**config.mk**
```make
export PLATFORM = sky130hd
export DESIGN_NAME = board_led
export DESIGN_NICKNAME = d
export VERILOG_FILES = /design/src/rtl/board_io_pkg.sv /design/src/rtl/led_pwm.sv /design/src/rtl/board_led.sv
export SDC_FILE = /design/constraint.sdc
export NUM_CORES = 1
export LEC_CHECK = 0
export CORE_UTILIZATION = 25
export DETAILED_ROUTE_END_ITERATION = 8
export GPL_TIMING_DRIVEN = 0
export PLACE_DENSITY = 0.46
export SLEW_MARGIN = 5
export SYNTH_ARGS = -nofsm -noshare
export SYNTH_HDL_FRONTEND = slang
export SYNTH_SLANG_ARGS = --single-unit
```
**constraint.sdc**
```tcl
create_clock -name clk -period 5.9 [get_ports clk]
set_input_delay 1.475 -clock clk [delete_from_list [all_inputs] [get_ports clk]]
set_output_delay 1.475 -clock clk [all_outputs]
set_load 0.01 [all_outputs]
```
**src/rtl/board_io_pkg.sv**
```systemverilog
// board_io_pkg
// Purpose : Shared register map and defaults for the board I/O blocks (board_led, led_pwm).
// Contents: register address constants, duty defaults, PWM compare helper.
// Options : the PWM helper is only referenced when BOARD_LED_PWM_EN is defined.
package board_io_pkg;

    // Register map
    localparam logic [1:0] REG_PATTERN = 2'd0;
    localparam logic [1:0] REG_DUTY    = 2'd1;
    localparam logic [1:0] REG_BLINK   = 2'd2;

    // Full-scale duty forces the LEDs on continuously; it is also the reset value.
    localparam logic [7:0] DUTY_FULL    = 8'hFF;
    localparam logic [7:0] DUTY_DEFAULT = DUTY_FULL;

    // PWM level for one 8-bit counter value. A plain compare would leave
    // full scale dark for one clock in 256, so DUTY_FULL is forced on.
    function automatic logic pwm_level(input logic [7:0] cnt, input logic [7:0] duty);
        return (duty == DUTY_FULL) || (cnt < duty);
    endfunction

endpackage

```
**src/rtl/led_pwm.sv**
```systemverilog
// led_pwm
// Purpose : Free-running 8-bit PWM counter and duty compare for LED dimming.
// Ports   : clk    - clock, rising edge
//           reset  - synchronous active-high reset, clears the counter
//           duty   - on-time in counts out of 256 (255 = always on)
//           pwm_on - high while the LEDs may be lit
// Options : instantiated by board_led only when BOARD_LED_PWM_EN is defined.
module led_pwm
    import board_io_pkg::*;
(
    input  logic       clk,
    input  logic       reset,
    input  logic [7:0] duty,
    output logic       pwm_on
);

    logic [7:0] pwm_cnt_q, pwm_cnt_d;

    // Wraps 255 -> 0 naturally.
    always_comb begin
        pwm_cnt_d = pwm_cnt_q + 8'd1;
    end

    always_ff @(posedge clk) begin
        if (reset) begin
            pwm_cnt_q <= '0;
        end else begin
            pwm_cnt_q <= pwm_cnt_d;
        end
    end

    assign pwm_on = pwm_level(pwm_cnt_q, duty);

endmodule

```
**src/rtl/board_led.sv**
```systemverilog
// board_led
// Purpose : Bus-programmable board LED driver with pattern, blink and optional PWM dimming.
// Ports   : clk           - clock, rising edge
//           reset         - synchronous active-high reset (wins over we)
//           addr          - register select: 0 PATTERN, 1 DUTY, 2 BLINK, 3 reserved
//           data_in       - write data
//           we            - write strobe, one write per high cycle
//           data          - registered readback of the register addressed last cycle
//           ext_board_led - registered LED drive, active-high
// Options : define BOARD_LED_PWM_EN to build the DUTY register and led_pwm dimmer;
//           otherwise the LEDs run at full brightness and addr 1 reads 0.
module board_led
    import board_io_pkg::*;
#(
    parameter int unsigned DATA_WIDTH     = 8,
    parameter int unsigned LED_WIDTH      = 8,
    parameter int unsigned PRESCALE_WIDTH = 16
) (
    input  logic                         clk,
    input  logic                         reset,
    input  logic        [1:0]            addr,
    input  logic signed [DATA_WIDTH-1:0] data_in,
    input  logic                         we,
    output logic signed [DATA_WIDTH-1:0] data,
    output logic        [LED_WIDTH-1:0]  ext_board_led
);

    logic [LED_WIDTH-1:0]      pattern_q, pattern_d;
    logic [7:0]                blink_q, blink_d;
    logic [PRESCALE_WIDTH-1:0] psc_q, psc_d;
    logic [7:0]                blink_cnt_q, blink_cnt_d;
    logic                      phase_q, phase_d;
    logic [LED_WIDTH-1:0]      on_q, on_d;
    logic [LED_WIDTH-1:0]      led_q, led_d;
    logic [DATA_WIDTH-1:0]     data_q, data_d;

    logic wr_pattern, wr_blink;
    logic tick;
    logic pwm_on;

    assign wr_pattern = we && (addr == REG_PATTERN);
    assign wr_blink   = we && (addr == REG_BLINK);

    // Tick on the clock where the prescaler wraps from all-ones to zero.
    assign tick = (psc_q == {PRESCALE_WIDTH{1'b1}});

`ifdef BOARD_LED_PWM_EN
    logic [7:0] duty_q, duty_d;
    logic       wr_duty;

    assign wr_duty = we && (addr == REG_DUTY);

    always_comb begin
        duty_d = duty_q;
        if (wr_duty) begin
            duty_d = data_in[7:0];
        end
    end

    always_ff @(posedge clk) begin
        if (reset) begin
            duty_q <= DUTY_DEFAULT;
        end else begin
            duty_q <= duty_d;
        end
    end

    led_pwm u_led_pwm (
        .clk    (clk),
        .reset  (reset),
        .duty   (duty_q),
        .pwm_on (pwm_on)
    );
`else
    assign pwm_on = 1'b1;
`endif

    // Register writes and prescaler
    always_comb begin
        pattern_d = pattern_q;
        blink_d   = blink_q;
        psc_d     = psc_q + 1'b1;
        if (wr_pattern) begin
            pattern_d = data_in[LED_WIDTH-1:0];
        end
        if (wr_blink) begin
            blink_d = data_in[7:0];
        end
    end

    // Blink half-period counter. A BLINK write restarts the half-period with
    // the LEDs on and beats a tick landing on the same clock.
    always_comb begin
        blink_cnt_d = blink_cnt_q;
        phase_d     = phase_q;
        if (wr_blink || (blink_q == 8'd0)) begin
            blink_cnt_d = 8'd0;
            phase_d     = 1'b1;
        end else if (tick) begin
            // blink_cnt_q stays below blink_q, so the +1 cannot overflow.
            if (blink_cnt_q + 8'd1 == blink_q) begin
                blink_cnt_d = 8'd0;
                phase_d     = ~phase_q;
            end else begin
                blink_cnt_d = blink_cnt_q + 8'd1;
            end
        end
    end

    // LED on term is staged once before the output flop, so a pattern
    // written at edge N drives the pins after edge N+2.
    always_comb begin
        on_d  = pattern_q & {LED_WIDTH{phase_q & pwm_on}};
        led_d = on_q;
    end

    // Readback, zero-extended
    always_comb begin
        data_d = '0;
        case (addr)
            REG_PATTERN: data_d = DATA_WIDTH'(pattern_q);
`ifdef BOARD_LED_PWM_EN
            REG_DUTY:    data_d = DATA_WIDTH'(duty_q);
`endif
            REG_BLINK:   data_d = DATA_WIDTH'(blink_q);
            default:     data_d = '0;
        endcase
    end

    always_ff @(posedge clk) begin
        if (reset) begin
            pattern_q   <= '0;
            blink_q     <= '0;
            psc_q       <= '0;
            blink_cnt_q <= '0;
            phase_q     <= 1'b1;
            on_q        <= '0;
            led_q       <= '0;
            data_q      <= '0;
        end else begin
            pattern_q   <= pattern_d;
            blink_q     <= blink_d;
            psc_q       <= psc_d;
            blink_cnt_q <= blink_cnt_d;
            phase_q     <= phase_d;
            on_q        <= on_d;
            led_q       <= led_d;
            data_q      <= data_d;
        end
    end

    assign data          = data_q;
    assign ext_board_led = led_q;

endmodule
```
==> flow_summary.json <==
{
  "status": "finished, final reports clean",
  "fin_crit_ns": 3.094,
  "rows": 37,
  "crit_path_end_kind": "flip-flop",
  "fin_worst_skew_ns": 0.01238,
  "netlist_top_cells_count": "dfxtp_1 (65), nor2_1 (44), mux2i_1 (27)",
  "clk_pin_slew_worst_paths_ns": 0.08,
  "synth-edff-count": 0,
  "maxCapViolCount": 0,
  "place.gp.congestion": 0.7713,
  "synthDistinctLibCells": 36,
  "fp.dieH_um": 104.7,
  "grt_overflow": 0,
  "max_freq_mhz": 323.2,
  "dieArea_um2": 10960,
  "instances_no_fill": 452,
  "syn2layout_area_growth_pct": 23.16,
  "hpwl_um": 3886,
  "grt_max_degree": 13,
  "num-nets-final": 326,
  "synth_fp_nets": 289,
  "max_stage_delay_ns": 0.58,
  "synth_xor_area_share_pct": 7.973,
  "die_w_um": 104.7,
  "cts.sinks": 65,
  "cts_root_buf": "clkbuf_8",
  "drt_iter0_drc": 64,
  "startpoint_type": "primary input",
  "yosys_register_bits": 65,
  "synth_adder_area_share_pct": 0.9492,
  "muxShareOfSynthArea_pct": 10.25,
  "yosys.area.top_type": "dfxtp_1",
  "grt_pass1_vias": 1835,
  "dp_worst_setup_slack_ns": 2.435,
  "min_period_over_period_pct": 52.44,
  "setup_ws_ns": 2.806,
  "power_leakage_nw": 1.124,
  "critPathKind": "in2reg",
  "clock_latency_ns": 0.34,
  "yosys_warnings": 0,
  "postCtsHoldBufs": 0,
  "ctsHtreeMaxLevel": 3,
  "synthMostInstantiatedCell": "dfxtp_1",
  "clockBufferDepth": 2,
  "synthFlopType": "dfxtp_1",
  "finalSetupViolations": 0,
  "area.sequential_um2": 1301,
  "async_flop_share_pct": 0,
  "hold_slack_ns": 0.4360,
  "tightest_slew_ns": 0.7286,
  "core_region_area_um2": 10280,
  "crit_family": "buffers and inverters",
  "worst_ir_drop_vdd_v": 0.00008840,
  "arrival_ns": 3.31,
  "critPathSlowestCell": "a211oi_1",
  "cts_buffers": 9,
  "hp-class": "reg2reg",
  "critPathBufInv": 2,
  "slew_headroom_pct": 51.43,
  "rsz0062_at_grt": "false",
  "hold_violations": 0,
  "finalWirelength_um": 5436,
  "grt_pass1_wl_um": 9280,
  "viasPerCell": 4.259,
  "cp_cell_sequence": "clkdlybuf4s50_1 -> and3b_1 -> clkbuf_1 -> a211oi_1 -> and2_1 -> mux2i_1",
  "drive_gt1_share_pct": 7.595,
  "cts_tree": "yes",
  "place_inst": 436,
  "seq_area_frac_synth_pct": 49.36,
  "firstDrtPassIters": 5,
  "cp_max_fo": 10,
  "antenna_found_initial": 0,
  "initial_core_util_pct": 25.65,
  "worstPathRequired_ns": 6.12,
  "tns_ns": 0,
  "num_antenna_cells": 0,
  "cts_setup_buffers": 0,
  "vias": 1925,
  "synth-compound-area-share_pct": 3.939,
  "final_antenna_net_count": 0,
  "power.density_nw_per_um2": 260.4,
  "fillCellCount": 1090,
  "synth_top_family_by_area": "simple AND/OR/NAND/NOR gates",
  "synth_area_per_cell_um2": 9.621,
  "syn_inst": 274,
  "grt.total_usage_pct": 10.93,
  "io_buffers": 26,
  "cts-resized-gates": 0,
  "drcViolationCount": 0,
  "synth_area_leaders": "dfxtp_1 (49%), mux2i_1 (10%), nor2_1 (6.3%)",
  "avgRoutedWirePerCell_um": 12.03,
  "yosys.area_share.simple_pct": 24.92,
  "slew_violations": 0,
  "netlist.area_leader.share_pct": 49.36,
  "io-pin-count": 29,
  "multiInputGateArea_um2": 1266,
  "syn_area_um2": 2636
}
-- logic make-up after synthesis --
logic type	after synthesis
flops	65
simple gates	124
mux	27
buf+inv	17
xor+xnor	24
fa+ha+maj	2
compound gates	15
-- final cells by class --
cell class / instances / area share, %
Tap cell: 136 / 5.241
Clock buffer: 10 / 4.239
Timing Repair Buffer: 26 / 8.015
Buffer: 13 / 1.657
Sequential cell: 65 / 40.08
Multi-Input combinational cell: 192 / 39.00
Inverter: 4 / 0.4624
Clock inverter: 6 / 1.310
-- worst reg2reg max path, stage by stage, from the launching register on --
cell,delay [ns]
dfxtp_1,0.52
ha_1,0.37
nand2_1,0.15
nor3b_1,0.22
o2111ai_1,0.22
nor4b_4,0.55
mux2i_1,0.23
-- power by group --
part           internal, mW  leakage, nW  switching [mW]  total, mW
clock network         0.164       0.0887           0.181      0.345
registers             0.446        0.526         0.00562      0.452
logic                0.0231        0.510          0.0256     0.0487
total                 0.634         1.12           0.212      0.845
-- path summary, 6_finish.rpt --
check | startpoint | to | slack, ns | depth (start not counted)
setup / recovery | addr[0] | phase_q | 2.81 | 6
hold / removal | led_d[6] | ext_board_led[6] | 0.44 | 1
hold reg to reg | led_d[6] | ext_board_led[6] | 0.44 | 1
setup reg to reg | blink_cnt_q[0] | phase_q | 3.59 | 6
-- per-layer routing --
layer	global-route usage [%]	share of wire, %
met1	13.91	50
met4	3.924	1.7
met2	16.89	44
met3	3.993	4.7
met5	0	0
-- per-stage QoR --
step / utilization, % / cell area, µm² / power [mW]
4_1_cts: 31.59 / 3247 / 0.8606
6_report: 31.59 / 3247 / 0.8455
3_3_place_gp: 29.84 / 3067 / 0.5114
5_1_grt: 31.59 / 3247 / 0.8916
3_5_place_dp: 29.84 / 3067 / 0.5116
2_1_floorplan: - / 2636 / 0.4909
-- state kept, by name, summed over array words and instances (netlist names) --
name,cells
data,8
led_d,8
blink_cnt_q,8
ext_board_led,8
pattern_q,8
blink_q,8
psc_q,16
phase_q,1
-- cells in the final DEF (no fill, tap or decap), types with 3 or more instances in the layout --
master / Yosys / routed
and2_1: 11 / 11
clkdlybuf4s50_1: 0 / 26
nor2b_1: 11 / 11
dfxtp_1: 65 / 65
inv_1: 4 / 4
clkbuf_8: 0 / 10
o21ai_0: 3 / 3
nand4_1: 3 / 3
nand2_1: 11 / 11
xnor2_1: 16 / 16
buf_2: 4 / 4
mux2i_1: 27 / 27
nand3_1: 11 / 11
clkbuf_1: 8 / 8
and3_1: 4 / 4
nor3_1: 10 / 10
xor2_1: 8 / 8
nor2_1: 44 / 44
nor3b_1: 3 / 3
nor4_1: 6 / 6
No activity file was read; power rests on OpenSTA's default activity.
